$ cat config.mk
export PLATFORM = sky130hd
export DESIGN_NAME = monitor_cmd_parser
export DESIGN_NICKNAME = d
export VERILOG_FILES = /design/src/rtl/monitor_cmd_parser.sv
export SDC_FILE = /design/constraint.sdc
export NUM_CORES = 1
export LEC_CHECK = 0
export CAP_MARGIN = 20
export CORE_MARGIN = 5
export CORE_UTILIZATION = 52
export DETAILED_ROUTE_END_ITERATION = 8
export GPL_TIMING_DRIVEN = 1
export PLACE_DENSITY_LB_ADDON = 0.05
export RECOVER_POWER = 25
export SKIP_CTS_REPAIR_TIMING = 1
export SYNTH_ARGS = -nofsm -noshare
export SYNTH_HDL_FRONTEND = slang
export SYNTH_SLANG_ARGS = --single-unit
$ cat constraint.sdc
create_clock -name clk50 -period 2.8 [get_ports clk50]
set_input_delay 0.84 -clock clk50 [delete_from_list [all_inputs] [get_ports clk50]]
set_output_delay 0.84 -clock clk50 [all_outputs]
set_load 0.01 [all_outputs]
$ cat src/rtl/monitor_cmd_parser.sv
// Byte-oriented command parser for a UART monitor port: decodes SOF/CMD/ADDR/DATA/CHK
// frames into single-cycle register read/write strobes and returns one ACK, NAK or read byte.
module monitor_cmd_parser #(
    parameter int          TIMEOUT_CYCLES = 50000,
    parameter logic [7:0]  SOF_BYTE       = 8'h7E
) (
    input  logic       clk50,
    input  logic       reset_n,
    input  logic       rx_valid,
    input  logic [7:0] rx_data,
    input  logic       rx_err,
    output logic       reg_wr_en,
    output logic       reg_rd_en,
    output logic [7:0] reg_addr,
    output logic [7:0] reg_wdata,
    input  logic [7:0] reg_rdata,
    output logic       tx_valid,
    output logic [7:0] tx_data,
    input  logic       tx_ready,
    output logic       busy,
    output logic [7:0] err_count
);

    localparam int TW = $clog2(TIMEOUT_CYCLES + 1);

    localparam logic [7:0] CMD_WR = 8'h01;
    localparam logic [7:0] CMD_RD = 8'h02;
    localparam logic [7:0] ACK    = 8'h06;
    localparam logic [7:0] NAK    = 8'h15;

    typedef enum logic [2:0] {
        IDLE,
        GET_CMD,
        GET_ADDR,
        GET_DATA,
        GET_CHK,
        EXEC,
        RD_WAIT,
        RESP
    } state_t;

    state_t         state;
    state_t         state_next;
    logic [TW-1:0]  timer;
    logic [7:0]     cmd_q;
    logic [7:0]     chk_q;
    logic           in_get;
    logic           byte_in;
    logic           timeout_hit;
    logic           chk_ok;
    logic           cmd_wr;
    logic           cmd_rd;
    logic           cnt_err;

    // tx handshake: tx_valid stays high with tx_data frozen until a cycle where
    // tx_ready is also high; that cycle is the transfer and the FSM then leaves RESP.
    assign tx_valid = (state == RESP);
    assign busy     = (state != IDLE);

    assign in_get  = (state == GET_CMD) || (state == GET_ADDR) ||
                     (state == GET_DATA) || (state == GET_CHK);
    // rx_err wins over a coincident rx_valid
    assign byte_in = rx_valid && !rx_err;

    assign timeout_hit = in_get && !rx_valid && !rx_err &&
                         (timer == TW'(TIMEOUT_CYCLES - 1));

    assign chk_ok = ((cmd_q ^ reg_addr ^ reg_wdata) == chk_q);
    assign cmd_wr = chk_ok && (cmd_q == CMD_WR);
    assign cmd_rd = chk_ok && (cmd_q == CMD_RD);

    always_comb begin
        state_next = state;
        reg_wr_en  = 1'b0;
        reg_rd_en  = 1'b0;
        cnt_err    = 1'b0;
        case (state)
            IDLE: begin
                if (byte_in && (rx_data == SOF_BYTE)) begin
                    state_next = GET_CMD;
                end
            end
            GET_CMD, GET_ADDR, GET_DATA, GET_CHK: begin
                if (rx_err) begin
                    state_next = IDLE;
                    cnt_err    = 1'b1;
                end else if (rx_valid) begin
                    case (state)
                        GET_CMD:  state_next = GET_ADDR;
                        GET_ADDR: state_next = GET_DATA;
                        GET_DATA: state_next = GET_CHK;
                        default:  state_next = EXEC;
                    endcase
                end else if (timeout_hit) begin
                    state_next = IDLE;
                    cnt_err    = 1'b1;
                end
            end
            EXEC: begin
                if (cmd_wr) begin
                    reg_wr_en  = 1'b1;
                    state_next = RESP;
                end else if (cmd_rd) begin
                    reg_rd_en  = 1'b1;
                    state_next = RD_WAIT;
                end else begin
                    cnt_err    = 1'b1;
                    state_next = RESP;
                end
            end
            RD_WAIT: begin
                state_next = RESP;
            end
            RESP: begin
                if (tx_ready) begin
                    state_next = IDLE;
                end
            end
            default: begin
                state_next = IDLE;
            end
        endcase
    end

    always_ff @(posedge clk50) begin
        if (!reset_n) begin
            state     <= IDLE;
            timer     <= '0;
            cmd_q     <= 8'h00;
            chk_q     <= 8'h00;
            reg_addr  <= 8'h00;
            reg_wdata <= 8'h00;
            tx_data   <= 8'h00;
            err_count <= 8'h00;
        end else begin
            state <= state_next;

            // counts idle cycles between bytes of a frame
            if (in_get && !rx_valid) begin
                timer <= timer + 1'b1;
            end else begin
                timer <= '0;
            end

            if (byte_in) begin
                case (state)
                    GET_CMD:  cmd_q     <= rx_data;
                    GET_ADDR: reg_addr  <= rx_data;
                    GET_DATA: reg_wdata <= rx_data;
                    GET_CHK:  chk_q     <= rx_data;
                    default:  ;
                endcase
            end

            if (state == EXEC) begin
                if (cmd_wr) begin
                    tx_data <= ACK;
                end else if (!cmd_rd) begin
                    tx_data <= NAK;
                end
            end else if (state == RD_WAIT) begin
                tx_data <= reg_rdata;
            end

            if (cnt_err && (err_count != 8'hFF)) begin
                err_count <= err_count + 8'h01;
            end
        end
    end

endmodule

==> results by stage <==
Outcome:
- The flow ran to the end, and the final reports show no timing, DRC or antenna violations.

Yosys:
- The primary flip-flop cell chosen by synthesis mapping is dfxtp_1.
- Synthesis produced a netlist with a net count of 365.
- Ranked by total cell area, the synthesized netlist is headed by dfxtp_1 (43%), mux2i_1 (8.4%), nor2_1 (6.8%).
- Counting flops with a built-in enable in the synthesized netlist gives 0.
- Of the post-synthesis cell area, the dominant cell type holds 0.434.
- The biggest area contributor in the post-synthesis netlist is dfxtp_1.
- Yosys mapped the design onto between 50 and 60 distinct sky130hd cell types.
- Synthesis handed over a netlist of approximately 340 instances.
- The share of synthesized registers carrying an async set or reset is 0.
- During synthesis, Yosys emitted a total of 0 warnings.
- The share of the Yosys chip area taken by registers is 0.434.
- Synthesis inferred 67 register bits.
- Each instance of the synthesized netlist takes up on average 9.03 sq um.
- The mapped netlist covers between 3000 and 4000 sq um.

Power and ir drop:
- The register share of total power is 0.417.
- Internal power comes to 1.78 mW.
- The peak supply drop is 0.399 mV.
- The clock network fraction of total power is 0.402.
- In this run the static leakage power is 1.64 nW.
- The switching fraction of total power is 0.259.
- The share of total power dissipated in combinational logic is 0.181.
- The total power draw is about 2.4 mW.
- The cell area power density is slightly below 600 nW/um^2.
- For this design the total switching power over the nets is 0.622 mW.

Finish:
- The final layout contains 443 nets.
- The fraction of layout cells with a size suffix above 1 is 0.134.
- For this run, the number of standard cells in the final layout without fillers is 500.
- Leaving out fill and tap cells, the most frequent cell in the layout is dfxtp_1.
- The area of all sequential standard cells is 1340 sq um.
- The finished cells cover roughly 4100 sq um.
- The number of inserted filler cells in the final layout is roughly 470.
- The number of antenna diodes in the final layout is 0.
- Compared with the post-synthesis result, the final layout area differs by 33.0%.
- The total area of multi-input combinational cells is ~1700 sq um.
- Leaving out fill and tap cells, the most frequent cells in the layout are dfxtp_1 (65), nor2_1 (56), clkdlybuf4s50_1 (53), nand2_1 (29), mux2i_1 (26).

Placement:
- The worst slack at placement is between 0.002 and 0.003 ns.
- The area of placed instances is just under 4000 sq um.
- The congestion estimate from routability-driven global placement came to 0.762.
- During placement, the flow inserted port buffers numbering 56.
- The HPWL after detailed placement is between 5000 and 6000 microns.
- The cell total after placement is around 480.

Critical path:
- The worst setup path is launched from a register.
- The worst register-to-register path ends at err_count[7].
- The setup slack of the worst register-to-register path is between 0.5 and 0.6 ns.
- The critical path is of the reg -> out type.
- The depth of the worst register-to-register path is 8.
- Along the worst path, the maximum fanout reaches 11.
- In this run the critical register-to-register path is launched from timer[0].
- Data on the critical path arrives at its endpoint at between 1.5 and 2 ns.
- The data required time at the worst endpoint is around 2 ns.
- The type of element capturing the critical path is an output pin.

Floorplanning:
- After floorplanning, the core was sized to cover a little under 6000 sq um.
- The floorplan row count is 28.
- The number of top-level design ports is 57.
- The chip width is 87.1 microns.
- The initial core utilization is 0.528.
- The die area is roughly 7600 sq um.
- The die outline height is just under 90 microns.

Clock network:
- The H-tree was split into 3 levels.
- In this run, CTS created clock tree buffers numbering 9.
- CTS placed an instance of clkbuf_8 at the clock tree root.
- The clock passes through at most 2 buffers.
- After clock tree synthesis, the clock-pin slew on the worst setup and hold paths is about 0.07 ns.
- TritonCTS built the clock tree.
- Clock latency on the worst-skew pair, taken at its later pin, is 0.34 ns.
- The number of sinks driven by the clock tree is 67.

Timing:
- Dividing the final minimum period by the clock period gives 0.963.
- The sum of negative setup slack is 0 ns.
- The maximum clock skew at final layout is about 0.011 ns.
- In this run the tightest slew margin relative to its limit is 0.566.
- Setup repair after global routing left no endpoint under its margin.
- The count of final setup violators is 0.
- The final critical delay including setup and external delays is approximately 2.7 ns.
- For the pin with the worst max-slew slack, the measured transition is roughly 0.65 ns.
- The maximum clock frequency is about 370 MHz.
- The final-report hold violation count is 0.
- The final number of max-transition violations is 0.
- In the post-route analysis, the smallest setup slack over all paths is ~0.10 ns.

Global route:
- The met2 global-route usage is 0.318.
- The number of antenna violations at the first check in global routing came to 0.
- Across every metal layer, demand over resource in global routing totals 0.202.
- After global routing the overflow that remains totals 0.
- The maximum number of pins on one net before global-route repair is 34.
- The met3 routing resource usage after global routing is 0.0530.
- The first global-routing pass estimated about 12000 microns of wire.
- The layer flagged by global routing as most heavily used is met2.
- In the global route stage, met1 resource usage came out at 0.272.
- The number of global-route vias before repair was 2582.

Route:
- The number of DRC markers in iteration 0 is 100.
- After detailed routing, the average wire length per cell comes to approximately 14 microns.
- The total wire length is between 7000 and 8000 microns.
- The remaining antenna violation count is 0.
- The post-route DRC violation count is 0.
- The count of TritonRoute iterations in the first routing pass is 4.
- Detailed routing inserted a total of roughly 2700 vias.
- The number of vias per cell is roughly 5.4.

Min path:
- The number of cells on the worst hold path is 1.
- The worst hold path begins at timer[0].
- The path with the worst hold slack has its endpoint at timer[0].
- The worst hold path belongs to the class reg -> reg.

Job:
- The total of max-cap violations is 0.
[power by group through the flow]
stage | sequential [mW] | clock (mW) | combinational, mW
finish | 1.00 | 0.963 | 0.434
global route | 1.01 | 1.04 | 0.475
CTS | 1.00 | 0.983 | 0.423
detailed placement | 1.02 | 0 | 0.420
global placement | 1.02 | 0 | 0.415
floorplan | 1.02 | 0 | 0.243
[logic make-up after synthesis]
group,Yosys count,share of synthesized area
adder cells (fa/ha/maj),3,0.0113
multiplexers,26,0.0842
AO/OA/AOI/OAI,45,0.0972
flip-flops,67,0.434
AND/OR/NAND/NOR,147,0.235
buffers and inverters,17,0.0336
XOR/XNOR,37,0.105
[layout make-up]
type | count | share of cell area
clock buffers | 9 | 0.0301
clock inverters | 7 | 0.0283
flip-flops and latches | 67 | 0.327
well taps | 75 | 0.0228
repair buffers | 81 | 0.181
multi-input cells | 258 | 0.408
inverters | 3 | 0.00274
[Yosys cell counts (4+ instances only)]
library cell  instances
a21oi_1              17
nor2_1               56
o21ai_0               5
nor2b_1               5
xnor2_1              20
nand2b_1              4
clkbuf_1              9
nand3_1              19
nor3_1                7
xor2_1               17
nand2_1              29
mux2i_1              26
a22oi_1               5
dfxtp_1              67
[routing by layer]
metal | up-vias | share of wire
li1 | 1345 | -
met1 | 1283 | 0.49
met2 | 56 | 0.45
met3 | 7 | 0.048
met4 | 0 | 0.0077
met5 | - | 0
[critical path, cell delays in order (launching register included)]
cell and delay, ns:
dfxtp_1 0.32, buf_4 0.17, or3_2 0.52, clkdlybuf4s50_1 0.50
[metrics by stage]
| step | hold slack [ns] | util |
|---|---|---|
| 6_report | 0.451 | 0.703 |
| 3_5_place_dp | 0.445 | 0.658 |
| 5_1_grt | 0.503 | 0.703 |
| 4_1_cts | 0.455 | 0.699 |
| 3_3_place_gp | 0.429 | 0.658 |
| 2_1_floorplan | 0.418 | - |
[registers in the layout (all words and copies together) (netlist names)]
signal	count
timer	16
chk_q	8
cmd_q	8
err_count	8
reg_addr	8
reg_wdata	8
tx_data	8
state	3
[worst max-delay path by stage]
stage,from,end,slack [ns],cells past startpoint
6_report,state[2],busy,0.10,3
3_5_place_dp,reg_wdata[6],reg_rd_en,0.003,7
4_1_cts,cmd_q[5],reg_rd_en,-0.48,7
3_3_place_gp,reg_wdata[6],reg_rd_en,0.002,7
2_1_floorplan,reg_wdata[6],reg_rd_en,0.29,5
5_1_grt,chk_q[6],reg_wr_en,0.007,8
Note: power is estimated with default switching activity, not from simulation.
==> RTL edit 1: new RTL, same flow settings <==
The 8 states of `state_t` get a one-hot encoding in 8 bits.
--- a/src/rtl/monitor_cmd_parser.sv
+++ b/src/rtl/monitor_cmd_parser.sv
@@ -28,15 +28,15 @@
     localparam logic [7:0] ACK    = 8'h06;
     localparam logic [7:0] NAK    = 8'h15;
 
-    typedef enum logic [2:0] {
-        IDLE,
-        GET_CMD,
-        GET_ADDR,
-        GET_DATA,
-        GET_CHK,
-        EXEC,
-        RD_WAIT,
-        RESP
+    typedef enum logic [7:0] {
+        IDLE     = 8'b00000001,
+        GET_CMD  = 8'b00000010,
+        GET_ADDR = 8'b00000100,
+        GET_DATA = 8'b00001000,
+        GET_CHK  = 8'b00010000,
+        EXEC     = 8'b00100000,
+        RD_WAIT  = 8'b01000000,
+        RESP     = 8'b10000000
     } state_t;
 
     state_t         state;
Check against the original RTL: no difference found for any inputs over 4 cycles, from zero or initial values and one cycle with reset_n low; so few cycles prove little.
==> RTL edit 1 against the original RTL <==
- non-clock buffer count down 4
- via count up 0.41%
- cell count rose by 3.4%
- worst hold slack better by 9.5 ps
- clock skew down 0.87 ps
- maximum frequency grew 2.2%
- area after synthesis grew 7.3%
- setup slack gained 59 ps
- final area rose by 6.2%
- sequential cell count grew 5
- critical endpoint is now reg_wr_en
- critical path depth increased by 3
- routed wire length is 2.0% higher
Power is not compared: it rests on default switching activity, and its combinational part moved more than twofold at a synthesized area within 25%.
==> RTL edit 1: results (changes against the original RTL) <==
[worst_hold_path]
hp-start=tx_data[4]$_SDFFE_PN0P_  ; was timer[0]$_SDFF_PN0_
whs_endpoint=tx_data[4]$_SDFFE_PN0P_  ; was timer[0]$_SDFF_PN0_
min_path_cells=2  ; was 1

[layout]
num-nonclk-inverters=7  ; was 3
final-nonclk-buf-share_pct=16.8  ; was 18.1%
comb.multi_input.count=268  ; was 258
n_clock_buffer=12  ; was 9
instances_no_fill=517  ; was 500
n_fill_cell=530  ; was 469
clkCellAreaFrac_pct=6.05  ; was 5.84%

[routing]
via_per_inst=5.23  ; was 5.38
drt_iter0_drc=122  ; was 100
drt-total-wl_um=7250  ; was 7100 um

[sta]
worst_slew_pin_slew_ps=496  ; was 652 ps
whs_ps=461  ; was 451 ps
fin_skew_ps=10.3  ; was 11.2 ps

[worst_setup_path]
arrival_ps=1800  ; was 1860 ps
slowest_stage=dfxtp_1  ; was or3_2
path_max_fanout=3  ; was 11
crit_end=reg_wr_en  ; was busy
regToRegStartpoint=state[3]$_SDFFE_PN0P_  ; was timer[0]$_SDFF_PN0_

[floorplan]
die_area_um2=8070  ; was 7580 um^2

[synthesis]
synthXorXnorAreaFrac_pct=10.3  ; was 10.5%
synth_compound_area_share_pct=6.87  ; was 9.72%
synthAdderAreaFrac_pct=0.755  ; was 1.13%
synth_nets=384  ; was 365
yosys.cell_types.count=49  ; was 53
synth_mux_area_share_pct=10.3  ; was 8.42%
synth_area_leaders=dfxtp_1, mux2i_1, nor2_1, xnor2_1, xor2_1  ; unchanged
yosysSeqAreaShare_pct=43.5  ; was 43.4%

[global_routing]
grt_pass1_vias=2648  ; was 2582
grt_max_degree=38  ; was 34

[placed_design]
dp_cells=499  ; was 484
dpl_cell_area_um2=4070  ; was 3850 um^2

[run_status]
status=finished clean  ; unchanged

==> RTL edit 1: cell types whose count changed in the layout (fill, tap and decap cells not counted), sizes merged, moves of 4 or more <==
cell	delta
nand3	-8
dlymetal6s2s	+4
a21oi	-5
and3	+4
clkdlybuf4s50	-10
nor2	+16
xnor2	+4
mux2i	+8
nand2	-5
buf	-5
dfxtp	+5
inv	+4
dlygate4sd3	+8
==> RTL edit 1: per-layer routing <==
| metal | up-vias | track usage, % | routed length (um) |
|---|---|---|---|
| li1 | 1388 | - | - |
| met1 | 1263 | 24.5 | 3570 |
| met2 | 39 | 29.1 | 3320 |
| met3 | 12 | 3.26 | 217 |
| met4 | 0 | 8.56 | 142 |
| met5 | - | 0 | 0 |
==> RTL edit 2: new RTL, same settings <==
Made on the original files. Set the parameter `SOF_BYTE` to 8'h40 (it was 8'h7E).
--- a/src/rtl/monitor_cmd_parser.sv
+++ b/src/rtl/monitor_cmd_parser.sv
@@ -2,7 +2,7 @@
 // frames into single-cycle register read/write strobes and returns one ACK, NAK or read byte.
 module monitor_cmd_parser #(
     parameter int          TIMEOUT_CYCLES = 50000,
-    parameter logic [7:0]  SOF_BYTE       = 8'h7E
+    parameter logic [7:0]  SOF_BYTE       = 8'h40
 ) (
     input  logic       clk50,
     input  logic       reset_n,
Check against the original RTL: not equivalent (a bounded check fails within 4 cycles, from zero or initial values and one cycle with reset_n low).
==> RTL edit 2 against the original RTL <==
- the run now ends with setup timing left
- count of clock-buffer cells in the layout grew 5
- routed wire length grew 3.9%
- area after synthesis shrank 0.65%
- setup slack lost 150 ps
- final area grew 0.97%
- first-iteration DRC count grew 1.0%
- maximum frequency shrank 5.3%
- utilization grew 1.1 points
- register-to-register slack lost 110 ps
- sequential cell count is the same
Power is not compared: it rests on default switching activity, and its combinational part moved more than twofold at a synthesized area within 25%.
==> RTL edit 2: results (changes against the original RTL) <==
[run_status]
status=complete, but fails checks  ; was finished clean
violations=setup timing

[sta]
tns_ps=-48.3  ; was 0 ps
layout_setup_ws_ps=-48.3  ; was 104 ps
finalSetupViolCount=1  ; was 0
fin_skew_ps=7.66  ; was 11.2 ps
max-slew-margin-rel_pct=66.5  ; was 56.6%

[clock_network]
root_buffer=clkbuf_8  ; unchanged
cts_buffer_depth=2  ; unchanged
clock_latency_ps=340  ; about the same
clk_pin_slew_ps=70  ; about the same
htreeDepth=3  ; unchanged
cts_buffers=9  ; unchanged

[synthesis]
synth_compound_area_share_pct=9.66  ; was 9.72%
synthAdderAreaFrac_pct=1.14  ; was 1.13%
async_flop_share_pct=0  ; unchanged
synth_nets=375  ; was 365
syn_inst=352  ; was 342
synth_area_leaders=dfxtp_1, xnor2_1, mux2i_1, nor2_1, a21oi_1  ; was dfxtp_1, mux2i_1, nor2_1, xnor2_1, xor2_1
synthXorXnorAreaFrac_pct=10.6  ; was 10.5%
synth_mux_area_share_pct=6.52  ; was 8.42%
yosys.cell_types.count=44  ; was 53
ys_warn_count=0  ; unchanged
synth_common_cells=dfxtp_1, nor2_1, nand2_1, a21oi_1, nand3_1  ; was dfxtp_1, nor2_1, nand2_1, mux2i_1, xnor2_1
yosysSeqAreaShare_pct=43.7  ; was 43.4%

[pwr]
p_leak_uw=0.00158
ir_drop_v=0.000343

[global_routing]
track_usage_pct=21.1  ; was 20.2%
antenna_found_initial=0  ; unchanged
grt_max_degree=34  ; unchanged
grt_pass1_wl_um=12600  ; was 12100 um

[routing]
vias=2806  ; was 2691
drt_iter0_drc=101  ; was 100
wire_per_inst_um=14.1  ; was 14.2 um
drt-pass1-iter-count=4  ; unchanged

[layout]
final_nets=465  ; was 443
final_layout_size_suffix_gt1_share_pct=14.5  ; was 13.4%
largest_reg_flops=16  ; unchanged
largest_register=timer  ; unchanged
n_fill_cell=493  ; was 469
antennaDiodeCount=0  ; unchanged
instances_no_fill=522  ; was 500

[placed_design]
dpl_cell_area_um2=3940  ; was 3850 um^2
dp_hpwl_um=5250  ; was 5010 um
gp_congestion=0.777  ; was 0.762
port_buffers=56  ; unchanged
dp_cells=505  ; was 484
preCtsSetupSlack_ps=-38.3  ; was 2.95 ps

[worst_setup_path]
crit_family=simple AND/OR/NAND/NOR gates  ; was buffers and inverters
path_max_fanout=2  ; was 11
slowest_stage=nor4_2  ; was or3_2
max_stage_delay_ps=340  ; was 520 ps
arrival_ps=2010  ; was 1860 ps

[worst_hold_path]
hp-class=register to register  ; unchanged

-- RTL edit 2: cell count changes after synthesis, moves of 6 or more --
cell,unedited run,this run
a21oi_1,17,30
nand3_1,19,30
nor2_1,56,45
mux2i_1,26,20
or3_1,2,8
-- RTL edit 2: area by class of cell --
class	instances	area (um^2)	area share (%)
multi-input cells	267	1680	40.5
flip-flops and latches	67	1350	32.5
repair buffers	92	821	19.8
clock buffers	14	153	3.68
well taps	75	93.8	2.26
clock inverters	2	35.0	0.844
inverters	5	18.8	0.452
-- RTL edit 2: power by group --
group	internal [uW]	leakage, uW	switching [uW]	total [uW]
clock	436	0.0000947	344	780
combinational	91.7	0.000948	100	192
sequential	962	0.000542	6.34	968
-- RTL edit 2: per-layer routing --
metal / wire (um) / global-route usage (%) / vias up
met5: 0 / 0 / -
met4: 100 / 7.79 / 0
met3: 319 / 5.80 / 11
met2: 3590 / 34.8 / 53
met1: 3370 / 26.3 / 1327
li1: - / - / 1415
-- RTL edit 2: kinds of logic (layout without fill, tap and decap cells) --
family / after synthesis / in the layout
AND/OR/NAND/NOR: 157 / 157
flip-flops: 67 / 67
AO/OA/AOI/OAI: 50 / 50
XOR/XNOR: 37 / 37
multiplexers: 20 / 20
buffers and inverters: 18 / 113
adder cells (fa/ha/maj): 3 / 3
-- RTL edit 2: final timing paths --
check                         from                        end  slack, ps  cells past startpoint
min reg2reg    timer[0]$_SDFF_PN0_        timer[0]$_SDFF_PN0_        450                      1
min            timer[0]$_SDFF_PN0_        timer[0]$_SDFF_PN0_        450                      1
max          cmd_q[1]$_SDFFE_PN0P_                  reg_wr_en        -50                      6
max reg2reg  state[2]$_SDFFE_PN0P_  err_count[6]$_SDFFE_PN0P_        480                      9
